--- config.mk ---
export PLATFORM = sky130hd
export DESIGN_NAME = ast_width_upconverter
export DESIGN_NICKNAME = d
export VERILOG_FILES = /design/src/rtl/ast_width_upconverter_pkg.sv /design/src/rtl/ast_width_upconverter_out_reg.sv /design/src/rtl/ast_width_upconverter.sv
export SDC_FILE = /design/constraint.sdc
export NUM_CORES = 1
export LEC_CHECK = 0
export ABC_CLOCK_PERIOD_IN_PS = 3300
export BUFFER_PORTS_ARGS = -buffer_cell sky130_fd_sc_hd__buf_2
export CAP_MARGIN = 20
export CORE_ASPECT_RATIO = 2
export CORE_MARGIN = 3
export CORE_UTILIZATION = 55
export DETAILED_ROUTE_END_ITERATION = 6
export PLACE_DENSITY = 0.84
export SYNTH_ARGS = -nofsm -noshare
export SYNTH_HDL_FRONTEND = slang
export SYNTH_SLANG_ARGS = --single-unit
--- constraint.sdc ---
create_clock -name clk_i -period 3.3 [get_ports clk_i]
set_clock_uncertainty 0.15 [all_clocks]
set_input_delay 0.825 -clock clk_i [delete_from_list [all_inputs] [get_ports clk_i]]
set_output_delay 0.825 -clock clk_i [all_outputs]
set_load 0.02 [all_outputs]
--- src/rtl/ast_width_upconverter_pkg.sv ---
// Shared defaults, channel/empty types and width helpers for the Avalon-ST width upconverter.
package ast_width_upconverter_pkg;

    localparam int DEF_DATA_IN_W  = 64;
    localparam int DEF_DATA_OUT_W = 128;
    localparam int DEF_CHANNEL_W  = 10;

    // $clog2 that never returns 0, so counters and empty fields keep at least one bit
    function automatic int clog2_min1(input int value);
        return (value > 1) ? $clog2(value) : 1;
    endfunction

    localparam int DEF_EMPTY_IN_W  = clog2_min1(DEF_DATA_IN_W / 8);
    localparam int DEF_EMPTY_OUT_W = clog2_min1(DEF_DATA_OUT_W / 8);

    typedef logic [DEF_CHANNEL_W-1:0]   channel_t;
    typedef logic [DEF_EMPTY_IN_W-1:0]  empty_in_t;
    typedef logic [DEF_EMPTY_OUT_W-1:0] empty_out_t;

endpackage

--- src/rtl/ast_width_upconverter_out_reg.sv ---
// Output holding register: loads a completed wide word and holds it until the sink takes it.
module ast_upconv_out_reg #(
    parameter int DATA_W    = 128,
    parameter int EMPTY_W   = 4,
    parameter int CHANNEL_W = 10
) (
    input  logic                 clk,
    input  logic                 srst,
    input  logic                 load,
    input  logic [DATA_W-1:0]    data,
    input  logic [EMPTY_W-1:0]   empty,
    input  logic [CHANNEL_W-1:0] channel,
    input  logic                 sop,
    input  logic                 eop,
    input  logic                 downstream_ready,
    output logic                 upstream_ready,
    output logic [DATA_W-1:0]    q_data,
    output logic [EMPTY_W-1:0]   q_empty,
    output logic [CHANNEL_W-1:0] q_channel,
    output logic                 q_sop,
    output logic                 q_eop,
    output logic                 q_valid
);

    // Room for a new word whenever the register is empty or being drained this cycle
    assign upstream_ready = !q_valid || downstream_ready;

    always_ff @(posedge clk) begin
        if (srst) begin
            q_data    <= '0;
            q_empty   <= '0;
            q_channel <= '0;
            q_sop     <= 1'b0;
            q_eop     <= 1'b0;
            q_valid   <= 1'b0;
        end else if (load) begin
            q_data    <= data;
            q_empty   <= empty;
            q_channel <= channel;
            q_sop     <= sop;
            q_eop     <= eop;
            q_valid   <= 1'b1;
        end else if (downstream_ready) begin
            q_valid   <= 1'b0;
        end
    end

endmodule

--- src/rtl/ast_width_upconverter.sv ---
// Avalon-ST width upconverter: packs N narrow beats (first beat in MSBs) into one wide word.
module ast_width_upconverter
    import ast_width_upconverter_pkg::*;
#(
    parameter int DATA_IN_W   = DEF_DATA_IN_W,
    parameter int DATA_OUT_W  = DEF_DATA_OUT_W,
    parameter int CHANNEL_W   = DEF_CHANNEL_W,
    parameter int EMPTY_IN_W  = clog2_min1(DATA_IN_W / 8),
    parameter int EMPTY_OUT_W = clog2_min1(DATA_OUT_W / 8)
) (
    input  logic                   clk_i,
    input  logic                   srst_i,
    input  logic [DATA_IN_W-1:0]   ast_data_i,
    input  logic [EMPTY_IN_W-1:0]  ast_empty_i,
    input  logic                   ast_startofpacket_i,
    input  logic                   ast_endofpacket_i,
    input  logic                   ast_valid_i,
    input  logic [CHANNEL_W-1:0]   ast_channel_i,
    output logic                   ast_ready_o,
    output logic [DATA_OUT_W-1:0]  ast_data_o,
    output logic [EMPTY_OUT_W-1:0] ast_empty_o,
    output logic [CHANNEL_W-1:0]   ast_channel_o,
    output logic                   ast_startofpacket_o,
    output logic                   ast_endofpacket_o,
    output logic                   ast_valid_o,
    input  logic                   ast_ready_i
);

    localparam int N          = DATA_OUT_W / DATA_IN_W;
    localparam int CNT_W      = clog2_min1(N);
    localparam int BEAT_BYTES = DATA_IN_W / 8;

    logic [CNT_W-1:0]       beat_cnt;
    logic [CNT_W-1:0]       beat_idx;
    logic [DATA_OUT_W-1:0]  acc;
    logic [DATA_OUT_W-1:0]  word;
    logic [CHANNEL_W-1:0]   chan_reg;
    logic [CHANNEL_W-1:0]   chan_next;
    logic [EMPTY_OUT_W-1:0] empty_next;
    logic                   pkt_open;
    logic                   word_sop;
    logic                   word_sop_next;
    logic                   in_fire;
    logic                   accept;
    logic                   complete;

    assign in_fire       = ast_valid_i && ast_ready_o;
    // Beats outside an open packet are consumed but dropped
    assign accept        = in_fire && (ast_startofpacket_i || pkt_open);
    // A sop always restarts the word, discarding any partial accumulation
    assign beat_idx      = ast_startofpacket_i ? '0 : beat_cnt;
    assign complete      = accept && (ast_endofpacket_i || (beat_idx == CNT_W'(N - 1)));
    assign word_sop_next = ast_startofpacket_i || word_sop;
    assign chan_next     = ast_startofpacket_i ? ast_channel_i : chan_reg;

    // Merge the incoming beat into its lane; a fresh word starts from zero so unused lanes stay 0
    always_comb begin
        word = (beat_idx == '0) ? '0 : acc;
        for (int s = 0; s < N; s++) begin
            if (beat_idx == CNT_W'(s)) begin
                word[DATA_OUT_W-1-s*DATA_IN_W -: DATA_IN_W] = ast_data_i;
            end
        end
    end

    always_comb begin
        empty_next = '0;
        if (ast_endofpacket_i) begin
            empty_next = EMPTY_OUT_W'(int'(ast_empty_i) + (N - 1 - int'(beat_idx)) * BEAT_BYTES);
        end
    end

    always_ff @(posedge clk_i) begin
        if (srst_i) begin
            beat_cnt <= '0;
            acc      <= '0;
            chan_reg <= '0;
            pkt_open <= 1'b0;
            word_sop <= 1'b0;
        end else if (accept) begin
            chan_reg <= chan_next;
            if (complete) begin
                beat_cnt <= '0;
                word_sop <= 1'b0;
                pkt_open <= !ast_endofpacket_i;
            end else begin
                beat_cnt <= beat_idx + CNT_W'(1);
                acc      <= word;
                word_sop <= word_sop_next;
                pkt_open <= 1'b1;
            end
        end
    end

    ast_upconv_out_reg #(
        .DATA_W    (DATA_OUT_W),
        .EMPTY_W   (EMPTY_OUT_W),
        .CHANNEL_W (CHANNEL_W)
    ) u_out_reg (
        .clk              (clk_i),
        .srst             (srst_i),
        .load             (complete),
        .data             (word),
        .empty            (empty_next),
        .channel          (chan_next),
        .sop              (word_sop_next),
        .eop              (ast_endofpacket_i),
        .downstream_ready (ast_ready_i),
        .upstream_ready   (ast_ready_o),
        .q_data           (ast_data_o),
        .q_empty          (ast_empty_o),
        .q_channel        (ast_channel_o),
        .q_sop            (ast_startofpacket_o),
        .q_eop            (ast_endofpacket_o),
        .q_valid          (ast_valid_o)
    );

endmodule

==> out/qor.csv, run 1 <==
stage,metric,value,unit
run_status,outcome,finished clean,
worst_setup_path,worstSetupStartpointType,primary input,
run,drv_cap,0,
worst_setup_path,critical_path_class,primary input to primary output,
logic_synthesis,synth_area_per_cell,9.83,um^2
power,p_sw_share,25.2,%
layout,final_area,0.00994,mm^2
clock_tree,cts.hold.buffers_added,0,
floorplanning,rows,62,
sta,rsz0062_at_grt,no,
global_route,met3_usage,3.65,%
worst_setup_path,critical_path_arrival,1.50,ns
drt,vias,6773,
layout,top_regs,"u_out_reg.q_data: 128 flops, acc: 64 flops",
logic_synthesis,synth_fp_nets,919,
drt,routed_wl,20200,um
clock_tree,clockBufferDepth,3,
layout,final_cells,1221,
power,p_leak,4.50,nW
sta,finalSetupTns,0,ns
global_route,overflow,0,
place,numPlacedInstances,1188,
logic_synthesis,synth_cells,836,
clock_tree,cts.sinks,222,
place,pre_cts_ws,0.559,ns
logic_synthesis,ys_seq_area_share,54.1,%
clock_tree,cts_max_level,1,
sta,fmaxAchievable,404,MHz
worst_setup_path,crit_chain,"buf_2, nor2b_4, inv_1, buf_2",
worst_setup_path,cp_top_family,buffers and inverters,
drt,final_antenna_net_count,0,
power,irDropWorstVdd,0.560,mV
drt,first_pass_iters,4,
clock_tree,clk_pin_slew_worst_paths,0.07,ns
logic_synthesis,yosysWarnings,0,
power,power_frac_seq,51.5,%
layout,fin_nets,1100,
floorplanning,die_y,179,um
sta,slew_violations,0,
global_route,busiest_layer,met2,
place,hpwl,13700,um
worst_setup_path,slowest_stage,nor2b_4,
place,dpl_cell_area,0.00938,mm^2
floorplanning,die-area,0.0165,mm^2
clock_tree,numCtsBuffers,19,
place,port_buffers,228,
sta,setup_slack,0.822,ns
drt,drt_iter0_drc,259,
logic_synthesis,syn_area,0.00821,mm^2
power,pwr-share-comb,11.3,%
worst_setup_path,end_kind,primary output,
worst_setup_path,critPathMaxStageDelay,0.20,ns
drt,vias_per_cell,5.55,
sta,relSlewSlack,49.3,%
sta,hold_violations,0,
worst_setup_path,cp_max_fo,5,
global_route,grt_pass1_vias,6616,
power,p_int,4.16,mW
power,switchingPower,1.40,mW
floorplanning,ios,229,
clock_tree,ctsResizeCount,0,
global_route,gr-usage-all-layers,23.9,%
worst_setup_path,crit_required,2.32,ns
drt,drcViolationCount,0,
global_route,met2_usage,43.1,%
clock_tree,post_cts_buffers,0,
global_route,grt_pass1_wl,32500,um
global_route,antenna_found_initial,3,
sta,setup_viol,0,
layout,syn_to_final_growth,21.0,%
worst_setup_path,cp_common_cell,buf_2,
worst_hold_path,hp-class,flip-flop to flip-flop,
logic_synthesis,ys_types,23,
floorplanning,initial_core_util,56.6,%
clock_tree,clock_latency,0.47,ns
sta,period_share,75.1,%
layout,final_util,68.5,%
power,power.density,560,mW/mm^2
sta,worst_slew_pin_slew,0.757,ns
clock_tree,cts_tree,built,
clock_tree,cts_root_buf,clkbuf_16,
floorplanning,die_x,92.4,um
layout,regMostFlops,u_out_reg.q_data,
power,clockPowerShare,37.2,%
drt,wl_per_cell,16.6,um
layout,largest_register_ff_count,128,
global_route,grt_start_max_net_pins,129,
worst_setup_path,worst-path-buf-inv,3,
floorplanning,coreArea,0.0145,mm^2
layout,layout-drive-gt1-share,27.0,%
place,gp_congestion,0.792,
logic_synthesis,ys_ff_latch,222,
global_route,met1_usage,28.0,%
sta,period_needed,2.48,ns
-- through the flow --
stage / hold slack [ns] / power [mW]
floorplan: 0.322 / 3.34
global placement: 0.312 / 3.54
detailed placement: 0.334 / 3.56
CTS: 0.345 / 5.61
global route: 0.360 / 5.79
finish: 0.346 / 5.57
-- layout by cell type, fill, tap and decap left out, types with 2 or more instances in the layout --
cell,n
dfxtp_1,222
nor3_1,5
buf_12,5
a22oi_1,64
clkbuf_16,19
mux2i_1,74
diode_2,2
a32oi_1,3
clkbuf_8,3
nor2_1,218
a21oi_1,6
nand2_1,2
clkbuf_1,5
buf_2,227
a211oi_1,148
buf_4,9
clkinv_2,3
-- logic make-up after synthesis --
group	count (synthesis)	share of synthesized area, %
compound gates	226	20.6
flops	222	54.1
buf+inv	83	5.21
mux	74	9.02
simple gates	231	11.1
-- path summary, 6_finish.rpt --
check,from,end,slack [ns],cells past startpoint
min reg2reg,u_out_reg.q_data[83],u_out_reg.q_data[83],0.35,2
max reg2reg,beat_cnt,u_out_reg.q_data[57],1.19,5
min,u_out_reg.q_data[83],u_out_reg.q_data[83],0.35,2
max,ast_ready_i,ast_ready_o,0.82,4
-- synth_stat cells --
master / number / area share (%)
buf_4: 12 / 1.1
nor4_4: 1 / 0.26
mux2i_1: 74 / 9.0
a21oi_1: 6 / 0.37
inv_1: 1 / 0.046
nor2b_4: 1 / 0.17
o21ai_2: 1 / 0.11
o211a_1: 1 / 0.12
nor3_1: 6 / 0.37
clkbuf_1: 33 / 1.5
a32oi_1: 3 / 0.32
o21ai_0: 1 / 0.061
a211oi_1: 148 / 14
o21a_1: 1 / 0.091
nor2b_2: 1 / 0.11
nand2_1: 2 / 0.091
nand2b_1: 1 / 0.076
buf_6: 4 / 0.55
a22oi_1: 64 / 5.8
o211ai_2: 1 / 0.15
buf_2: 33 / 2.0
nor2_1: 219 / 10
dfxtp_1: 222 / 54
-- worst reg2reg max path, delay by kind of cell (launching register included) --
kind                   cells  cell delay (ns)
AND/OR/NAND/NOR            3             0.80
AO/OA/AOI/OAI              1             0.19
buffers and inverters      1             0.51
flip-flops                 1             0.40
-- final cells by class --
| type | instances | area [um^2] |
|---|---|---|
| Antenna cell | 2 | 5.00 |
| Clock buffer | 27 | 536 |
| Clock inverter | 4 | 23.8 |
| Fill cell | 1147 | 4570 |
| Inverter | 1 | 3.75 |
| Multi-Input combinational cell | 531 | 3370 |
| Sequential cell | 222 | 4440 |
| Tap cell | 192 | 240 |
| Timing Repair Buffer | 242 | 1320 |
-- per-layer routing --
metal,up-vias,share of wire [%]
met5,-,0.064
met4,2,3.7
met3,44,5.4
met2,193,53
met1,3179,38
li1,3355,-
-- power by group through the flow --
stage	Sequential (mW)	Combinational [mW]	Clock (mW)
finish	2.87	0.630	2.07
global route	2.88	0.697	2.21
CTS	2.87	0.634	2.11
detailed placement	2.93	0.631	0
global placement	2.92	0.616	0
floorplan	3.00	0.344	0
Power figures use the tool's default switching activity.
==> inputs of run 2 (changes only) <==
--- a/config.mk
+++ b/config.mk
@@ -5,14 +5,14 @@
 export SDC_FILE = /design/constraint.sdc
 export NUM_CORES = 1
 export LEC_CHECK = 0
-export ABC_CLOCK_PERIOD_IN_PS = 3300
+export ABC_CLOCK_PERIOD_IN_PS = 2500
 export BUFFER_PORTS_ARGS = -buffer_cell sky130_fd_sc_hd__buf_2
 export CAP_MARGIN = 20
 export CORE_ASPECT_RATIO = 2
 export CORE_MARGIN = 3
-export CORE_UTILIZATION = 55
+export CORE_UTILIZATION = 51
 export DETAILED_ROUTE_END_ITERATION = 6
-export PLACE_DENSITY = 0.84
+export PLACE_DENSITY = 0.79
 export SYNTH_ARGS = -nofsm -noshare
 export SYNTH_HDL_FRONTEND = slang
 export SYNTH_SLANG_ARGS = --single-unit
==> constraint.sdc (replaced) <==
create_clock -name clk_i -period 2.5 [get_ports clk_i]
set_clock_uncertainty 0.15 [all_clocks]
set_input_delay 0.625 -clock clk_i [delete_from_list [all_inputs] [get_ports clk_i]]
set_output_delay 0.625 -clock clk_i [all_outputs]
set_load 0.02 [all_outputs]
==> out/qor.csv, run 2 (synthesis results as in run 1) <==
stage,metric,value,unit
run_status,outcome,finished clean,
worst_setup_path,slowest_stage,dfxtp_1,
sta,period_needed,2.18,ns
power,p_sw_share,24.6,%
global_route,overflow,0,
drt,first_pass_iters,4,
power,p_int,5.72,mW
worst_setup_path,cp_top_family,buffers and inverters,
floorplanning,die-area,0.0178,mm^2
global_route,gr-usage-all-layers,22.2,%
drt,final_antenna_net_count,0,
sta,period_share,87.4,%
sta,worst_slew_pin_slew,1.03,ns
clock_tree,clk_pin_slew_worst_paths,0.07,ns
power,power_frac_seq,49.9,%
layout,n_antenna_cell,0,
clock_tree,clock_latency,0.48,ns
layout,fin_nets,1105,
sta,setup_viol,0,
worst_setup_path,critical_path_class,flip-flop to primary output,
layout,syn_to_final_growth,23.1,%
sta,relSlewSlack,30.9,%
place,gp_congestion,0.770,
power,pwr-share-comb,11.1,%
sta,rsz0062_at_grt,no,
floorplanning,die_x,95.7,um
layout,register_area,0.00444,mm^2
power,clockPowerShare,39.0,%
clock_tree,clockBufferDepth,3,
global_route,grt_pass1_wl,31800,um
sta,finalSetupTns,0,ns
worst_setup_path,cp_max_fo,5,
worst_hold_path,hp-class,primary input to flip-flop,
layout,nFillCells,1348,
clock_tree,cts.hold.buffers_added,0,
drt,top_layer,met4,
floorplanning,ios,229,
power,switchingPower,1.87,mW
power,p_leak,4.58,nW
drt,wl_per_cell,16.4,um
clock_tree,cts_root_buf,clkbuf_16,
layout,multi_input_area,0.00337,mm^2
floorplanning,rows,65,
drt,drcViolationCount,0,
drt,drt_iter0_drc,192,
clock_tree,ctsResizeCount,0,
power,power.density,750,mW/mm^2
sta,setup_slack,0.316,ns
worst_setup_path,worst-path-buf-inv,2,
drt,vias,6705,
layout,layout_commonest_cell,buf_2,
drt,vias_per_cell,5.43,
drt,wl_met3,1180,um
sta,slew_violations,0,
floorplanning,die_y,185,um
layout,top_regs,"u_out_reg.q_data: 128 flops, acc: 64 flops",
place,pre_cts_ws,0.261,ns
global_route,grt_pass1_vias,6414,
floorplanning,coreArea,0.0158,mm^2
run,drv_cap,0,
layout,regMostFlops,u_out_reg.q_data,
drt,met2_length,10400,um
place,port_buffers,228,
power,irDropWorstVdd,0.515,mV
layout,largest_register_ff_count,128,
sta,hold_violations,0,
clock_tree,post_cts_buffers,0,
layout,layout-drive-gt1-share,27.6,%
worst_setup_path,end_kind,primary output,
clock_tree,numCtsBuffers,20,
worst_setup_path,crit_chain,"nor2b_4, inv_1, buf_2",
global_route,antenna_found_initial,0,
clock_tree,cts_max_level,1,
worst_setup_path,critPathMaxStageDelay,0.33,ns
sta,fmaxAchievable,458,MHz
worst_setup_path,critical_path_arrival,1.41,ns
layout,final_cell_mix,"buf_2 (227), dfxtp_1 (222), nor2_1 (218), a211oi_1 (148), mux2i_1 (74)",
floorplanning,initial_core_util,52.1,%
place,hpwl,13600,um
drt,routed_wl,20200,um
power,finalPower,7.59,mW
clock_tree,cts_tree,built,
worst_setup_path,worstSetupStartpointType,flip-flop,
global_route,grt_start_max_net_pins,79,
clock_tree,cts.sinks,222,
worst_setup_path,crit_required,1.73,ns
drt,drt-met1-wl,7910,um
==> run 2: path summary, 6_finish.rpt <==
path / start / end / slack, ns / depth (start not counted)
max: u_out_reg.q_valid / ast_ready_o / 0.32 / 3
min: ast_data_i[44] / u_out_reg.q_data[44] / 0.24 / 3
max reg2reg: pkt_open / chan_reg[3] / 0.62 / 4
min reg2reg: u_out_reg.q_eop / u_out_reg.q_eop / 0.33 / 2
==> run 2: area by class of cell <==
| cell class | instances | area share [%] |
|---|---|---|
| Timing Repair Buffer | 246 | 13.9 |
| Inverter | 1 | 0.0371 |
| Clock buffer | 30 | 6.12 |
| Clock inverter | 3 | 0.148 |
| Multi-Input combinational cell | 531 | 33.3 |
| Tap cell | 201 | 2.49 |
| Sequential cell | 222 | 43.9 |
==> run 2: stage by stage <==
step | instance area [um^2] | hold slack, ns | instances | utilization [%]
final | 10100 | 0.241 | 1234 | 64.1
after global routing | 10100 | 0.244 | 1234 | 64.1
after CTS | 10100 | 0.232 | 1234 | 64.1
after detailed placement | 9480 | 0.320 | 1201 | 60.1
after global placement | 9480 | 0.313 | 1201 | 60.1
after floorplan | 8210 | 0.322 | 836 | -
==> run 2: per-layer routing <==
| layer | track usage, % | up-vias |
|---|---|---|
| li1 | - | 3374 |
| met1 | 25.8 | 3107 |
| met2 | 39.7 | 187 |
| met3 | 4.29 | 37 |
| met4 | 7.64 | 0 |
| met5 | 0 | - |
==> run 2: worst min-delay path: stages <==
cell     delay [ns]
buf_2          0.09
a22oi_1        0.06
nor2_1         0.07
==> run 2: power by group through the flow <==
stage | sequential (mW) | clock (mW) | combinational [mW]
2_1_floorplan | 3.96 | 0 | 0.454
3_3_place_gp | 3.86 | 0 | 0.832
3_5_place_dp | 3.86 | 0 | 0.845
4_1_cts | 3.78 | 3.03 | 0.849
5_1_grt | 3.80 | 3.16 | 0.934
6_report | 3.78 | 2.96 | 0.842
